### config.mk
export PLATFORM = sky130hd
export DESIGN_NAME = step3_normalize_round
export DESIGN_NICKNAME = d
export VERILOG_FILES = /design/src/rtl/step3_normalize_round.sv
export SDC_FILE = /design/constraint.sdc
export NUM_CORES = 1
export LEC_CHECK = 0
export CAP_MARGIN = 20
export CORE_MARGIN = 4
export CORE_UTILIZATION = 57
export CTS_CLUSTER_DIAMETER = 80
export DETAILED_ROUTE_END_ITERATION = 10
export GPL_TIMING_DRIVEN = 0
export PLACE_DENSITY_LB_ADDON = 0.25
export SETUP_SLACK_MARGIN = 0.2
export SKIP_CTS_REPAIR_TIMING = 1
export SYNTH_ARGS = -nofsm -noshare
export SYNTH_HDL_FRONTEND = slang
export SYNTH_SLANG_ARGS = --single-unit
### constraint.sdc
create_clock -name clock -period 5.55 [get_ports clock]
set_clock_uncertainty 0.1 [all_clocks]
set_input_delay 1.3875 -clock clock [delete_from_list [all_inputs] [get_ports clock]]
set_output_delay 1.3875 -clock clock [all_outputs]
set_load 0.02 [all_outputs]
### src/rtl/step3_normalize_round.sv
// Normalize, round-to-nearest-even and pack the adder's raw significand sum into an IEEE-754 word.
// Latency 3 cycles, one result per clock, no backpressure (never stalls).
module step3_normalize_round #(
    parameter int EXP_W  = 8,
    parameter int FRAC_W = 23
) (
    input  logic                    clock,
    input  logic                    resetn,
    input  logic                    in_valid,
    input  logic                    in_sign_in1,
    input  logic                    in_sign_in2,
    input  logic                    in_res_neg,
    input  logic [EXP_W-1:0]        in_current_ex,
    input  logic [FRAC_W+4:0]       in_mant_sum,
    output logic                    out_valid,
    output logic [EXP_W+FRAC_W:0]   out_result,
    output logic                    out_zero,
    output logic                    out_overflow,
    output logic                    out_underflow
);

    localparam int MW  = FRAC_W + 5;
    localparam int SW  = FRAC_W + 1;
    localparam int EW  = EXP_W + 2;
    localparam int LZW = $clog2(MW);
    localparam logic signed [EW-1:0] EXP_ZERO = '0;
    localparam logic signed [EW-1:0] EXP_ONE  = EW'(1);
    localparam logic signed [EW-1:0] EXP_MAX  = EW'((1 << EXP_W) - 1);

    // ---------------- stage 1: capture, sign select, leading-zero count
    logic                 s1_valid_q, s1_sign_q, s1_zero_q;
    logic                 s1_sign_d, s1_zero_d;
    logic [LZW-1:0]       s1_lz_q, s1_lz_d;
    logic [EXP_W-1:0]     s1_ex_q;
    logic [MW-1:0]        s1_mant_q;

    always_comb begin
        s1_sign_d = in_res_neg ? in_sign_in2 : in_sign_in1;
        s1_zero_d = (in_mant_sum == '0);
        // Count covers significand+GRS only; the highest set bit wins the loop.
        s1_lz_d   = LZW'(MW - 1);
        for (int i = 0; i < MW - 1; i++) begin
            if (in_mant_sum[i]) s1_lz_d = LZW'(MW - 2 - i);
        end
    end

    always_ff @(posedge clock) begin
        if (!resetn) begin
            s1_valid_q <= 1'b0;
            s1_sign_q  <= 1'b0;
            s1_zero_q  <= 1'b0;
            s1_lz_q    <= '0;
            s1_ex_q    <= '0;
            s1_mant_q  <= '0;
        end else begin
            s1_valid_q <= in_valid;
            s1_sign_q  <= s1_sign_d;
            s1_zero_q  <= s1_zero_d;
            s1_lz_q    <= s1_lz_d;
            s1_ex_q    <= in_current_ex;
            s1_mant_q  <= in_mant_sum;
        end
    end

    // ---------------- stage 2: normalize and exponent adjust
    logic                 s2_valid_q, s2_sign_q, s2_zero_q, s2_unf_q;
    logic                 s2_unf_d;
    logic [MW-2:0]        s2_norm_q, s2_norm_d;
    logic signed [EW-1:0] s2_exp_q, s2_exp_d;
    logic signed [EW-1:0] ex_ext, lz_ext;

    always_comb begin
        ex_ext = $signed({2'b00, s1_ex_q});
        lz_ext = $signed({{(EW - LZW){1'b0}}, s1_lz_q});
        if (s1_mant_q[MW-1]) begin
            // Carry out: drop one bit to the right, folding it into sticky.
            s2_norm_d = {s1_mant_q[MW-1:2], |s1_mant_q[1:0]};
            s2_exp_d  = ex_ext + EXP_ONE;
        end else begin
            s2_norm_d = s1_mant_q[MW-2:0] << s1_lz_q;
            s2_exp_d  = ex_ext - lz_ext;
        end
        s2_unf_d = !s1_zero_q && (s2_exp_d <= EXP_ZERO);
    end

    always_ff @(posedge clock) begin
        if (!resetn) begin
            s2_valid_q <= 1'b0;
            s2_sign_q  <= 1'b0;
            s2_zero_q  <= 1'b0;
            s2_unf_q   <= 1'b0;
            s2_norm_q  <= '0;
            s2_exp_q   <= '0;
        end else begin
            s2_valid_q <= s1_valid_q;
            s2_sign_q  <= s1_sign_q;
            s2_zero_q  <= s1_zero_q;
            s2_unf_q   <= s2_unf_d;
            s2_norm_q  <= s2_norm_d;
            s2_exp_q   <= s2_exp_d;
        end
    end

    // ---------------- stage 3: round to nearest even, classify, pack
    logic [SW-1:0]          sig;
    logic                   g_bit, r_bit, s_bit, inc;
    logic [SW:0]            rsum;
    logic [FRAC_W-1:0]      frac_f;
    logic signed [EW-1:0]   exp_f;
    logic                   out_valid_q, out_zero_q, out_ovf_q, out_unf_q;
    logic                   out_zero_d, out_ovf_d, out_unf_d;
    logic [EXP_W+FRAC_W:0]  out_res_q, out_res_d;

    always_comb begin
        sig    = s2_norm_q[MW-2:3];
        g_bit  = s2_norm_q[2];
        r_bit  = s2_norm_q[1];
        s_bit  = s2_norm_q[0];
        inc    = g_bit & (r_bit | s_bit | sig[0]);
        rsum   = {1'b0, sig} + {{SW{1'b0}}, inc};
        // Rounding carry means the significand became 10.00..0; renormalize.
        frac_f = rsum[SW] ? rsum[SW-1:1] : rsum[SW-2:0];
        exp_f  = s2_exp_q + (rsum[SW] ? EXP_ONE : EXP_ZERO);

        out_zero_d = 1'b0;
        out_ovf_d  = 1'b0;
        out_unf_d  = 1'b0;
        out_res_d  = {s2_sign_q, exp_f[EXP_W-1:0], frac_f};
        if (s2_zero_q) begin
            out_zero_d = 1'b1;
            out_res_d  = '0;
        end else if (s2_unf_q) begin
            out_unf_d = 1'b1;
            out_res_d = {s2_sign_q, {(EXP_W + FRAC_W){1'b0}}};
        end else if (exp_f >= EXP_MAX) begin
            out_ovf_d = 1'b1;
            out_res_d = {s2_sign_q, {EXP_W{1'b1}}, {FRAC_W{1'b0}}};
        end
    end

    always_ff @(posedge clock) begin
        if (!resetn) begin
            out_valid_q <= 1'b0;
            out_zero_q  <= 1'b0;
            out_ovf_q   <= 1'b0;
            out_unf_q   <= 1'b0;
            out_res_q   <= '0;
        end else begin
            out_valid_q <= s2_valid_q;
            out_zero_q  <= out_zero_d;
            out_ovf_q   <= out_ovf_d;
            out_unf_q   <= out_unf_d;
            out_res_q   <= out_res_d;
        end
    end

    assign out_valid     = out_valid_q;
    assign out_result    = out_res_q;
    assign out_zero      = out_zero_q;
    assign out_overflow  = out_ovf_q;
    assign out_underflow = out_unf_q;

endmodule

==> results.md <==
- RSZ-0062 raised after global routing: no
- Initial antenna violation count: 0
- Top cell type's share of synthesized area: 40.79%
- Top cell type by total area after synthesis: dfxtp_1
- Final core occ: 75.43%
- Ports: 78
- Required @ worst endpoint: 5.83 ns
- # port buffers: 77
- Syn_nets: 710
- Most numerous cell in the Yosys netlist: dfxtp_1
- Clk Latency, worst-skew pair: 0.50 ns
- Placeable Area: 9955 µm²
- Sw power: 619.0 µW
- # diodes: 0
- Grt ovf: 0
- Pint: 1823 µW
- Standby leakage power: 0.002820 µW
- TritonCTS clock tree: yes
- Most frequent cells after synthesis: dfxtp_1 (121), nor2_1 (87), and2_1 (48)
- Post-synthesis sequential area ratio: 40.79%
- # nets final: 806
- Comb power frac: 12.8%
- EDFF count, synth: 0
- M2 GR Usage: 49.65%
- Netlist cell types: 64
- # clock sinks: 121
- Global Route Usage Sum: 29.02%
- WL per Instance: 18.65 µm
- Initial Util: 59.65%
- Final Setup Violations: 0
- Max clock buf depth: 2
- CP Launch Type: register
- Kind of critical path: reg2reg
- RD Place Congestion: 1.043
- Detailed Route Iter0 Violations: 482
- Setup_tns: 0 ns
- Worst vdd ir: 0.0001703 V
- DR DRC count: 0
- Final Hold Vio Count: 0
- Max Slew Vio Count: 0
- Met3 Usage GRT: 5.009%
- GRT busiest layer: met2
- Async SR Flop Fraction: 0%
- Largest net degree at the start of global routing: 17
- HPWL Detailed: 12540 µm
- Syn Area/Cell: 9.025 µm²
- Crit path max fanout: 10
- H-tree levels: 4
- Crit path capture type: register
- Die Area: 12120 µm²
- Synth Instances: 658
- Syn Std Cell Area: 5938 µm²
- Clk network pwr share: 47.8%
- Share of cells above drive strength 1: 9.778%
- Synth area leaders: dfxtp_1 (41%), mux4_2 (7.2%), nor2_1 (5.5%)
- Final worst path period share: 75.87%
- Sw Ratio: 25.34%
- Area Growth Syn to Fin: 26.44%
- Fill cells: 708
- Total clock buffers created by CTS: 17
- Fin crit period: 4.211 ns
- Die X: 110.1 µm
- Chip Height: 110.1 µm
- Global-route wire length before repair: 26530 µm
- Max-capacitance violation count: 0
- FF+latch count, synth: 121
- Worst Hold Class: reg2reg
- Clk root buf: clkbuf_8
- Vias in the first global route: 5325
- Critical path arrival: 4.49 ns
- P per Cell Area: 325.3 nW/µm²
- Max-slew headroom: 53.68%
- Post-Route WL: 16790 µm
- Drt first pass iters: 6
- Status: finished, final reports clean
- Dominant synthesized flop cell: dfxtp_1
- YS warnings: 0
- Sequential Power Share: 39.3%
- Met1 usage: 34.73%
- Max Freq: 0.2375 GHz
- Via count: 5380
- Via-per-instance ratio: 5.978
- Num rows: 36
- Clock-pin slew on the worst setup and hold paths: 0.06 ns
- Worst-Margin Slew: 0.6948 ns
- Antenna Nets Post-Route: 0
-- stage by stage --
stage | setup WS, ns | hold WS [ns] | power (µW) | area, µm² | instances
after floorplan | 1.843 | 0.2859 | 1158 | 5938 | 658
after global placement | 1.534 | 0.3148 | 1274 | 6875 | 868
after detailed placement | 1.448 | 0.3189 | 1282 | 6875 | 868
after CTS | 1.352 | 0.3365 | 2441 | 7508 | 900
after global routing | 1.091 | 0.3584 | 2513 | 7508 | 900
final | 1.339 | 0.3363 | 2442 | 7508 | 900
-- layer usage --
layer  vias to the layer above  share of wire (%)  wire [µm]
met5                         -                  0          0
met3                        51                6.8       1145
met4                         0                3.9        649
met1                      2539                 41       6853
met2                       259                 48       8140
li1                       2531                  -          -
-- cells in the final DEF (no fill, tap or decap), types with 4 or more instances in the layout --
cell	netlist	layout
dfxtp_1	121	121
nor2_1	87	87
clkdlybuf4s50_1	0	77
and2_1	48	48
nand2_1	47	47
a21oi_1	41	41
mux2i_1	27	27
inv_1	21	21
nand3_1	21	21
o21ai_0	20	20
mux4_2	19	19
xnor2_1	19	19
clkbuf_1	18	18
clkbuf_16	0	16
nor3_1	12	12
xor2_1	12	12
a211oi_1	9	9
nor4_1	9	9
ha_1	9	9
a22oi_1	8	8
buf_2	7	7
o211ai_1	7	7
buf_1	6	6
and3_1	6	6
nor2b_1	5	5
a31oi_1	4	4
or4_1	4	4
o21bai_1	4	4
nand2b_1	4	4
o31ai_1	4	4
bufinv_16	0	4
-- cells by family (layout without fill, tap and decap cells) --
family          count (synthesis)  after routing  synth area share, %
buf+inv                        58            167                4.214
simple gates                  262            262                21.93
flops                         121            121                40.79
mux                            49             49                12.33
compound gates                127            127                13.93
fa+ha+maj                      10             10                2.234
xor+xnor                       31             31                4.572
-- sequential cells by signal (all words and copies together), names as in the netlist --
| register | flops |
|---|---|
| out_underflow | 1 |
| s1_mant_q | 28 |
| s2_exp_q | 10 |
| out_overflow | 1 |
| s1_ex_q | 8 |
| s1_lz_q | 5 |
| s2_norm_q | 27 |
| s1_zero_q | 1 |
| out_result | 32 |
| out_zero | 1 |
| s1_sign_q | 1 |
| s2_unf_q | 1 |
| s1_valid_q | 1 |
| s2_zero_q | 1 |
| out_valid | 1 |
| s2_sign_q | 1 |
| s2_valid_q | 1 |
-- layout make-up --
| class | instances | area [µm²] | share of cell area, % |
|---|---|---|---|
| multi-input combinational | 479 | 3266 | 43.49 |
| timing repair buffer | 77 | 770.7 | 10.26 |
| clock buffer | 19 | 441.7 | 5.882 |
| buffer | 33 | 143.9 | 1.916 |
| tap | 133 | 166.4 | 2.216 |
| sequential | 121 | 2422 | 32.26 |
| inverter | 25 | 106.4 | 1.416 |
| clock inverter | 13 | 191.4 | 2.550 |
-- critical path, cell delays in order, from the launching register on --
cell and delay (ns):
dfxtp_1 0.37, and2_1 0.18, ha_1 0.22, nand2_1 0.14, or4_4 0.54, or3_1 0.40
buf_6 0.17, clkinv_8 0.06, ha_1 0.19, ha_1 0.22, xnor2_1 0.09, or4_1 0.39
a2111oi_0 0.39, o21ai_1 0.17, buf_2 0.21, nand2_2 0.16, nor3_1 0.08
-- worst paths after layout --
check / cells past startpoint / endpoint / slack [ns] / startpoint
worst min register to register: 1 / out_valid / 0.34 / s2_valid_q
worst max-delay path: 16 / out_result[22] / 1.34 / s2_norm_q[2]
worst min-delay path: 1 / out_valid / 0.34 / s2_valid_q
worst max register to register: 16 / out_result[22] / 1.34 / s2_norm_q[2]
-- power groups by stage --
| stage | combinational (µW) | sequential [µW] | clock (µW) |
|---|---|---|---|
| finish | 314 | 960 | 1170 |
| global route | 339 | 965 | 1210 |
| CTS | 309 | 958 | 1170 |
| detailed placement | 306 | 976 | 0 |
| global placement | 301 | 973 | 0 |
| floorplan | 178 | 979 | 0 |
(Power assumes the default switching activity.)
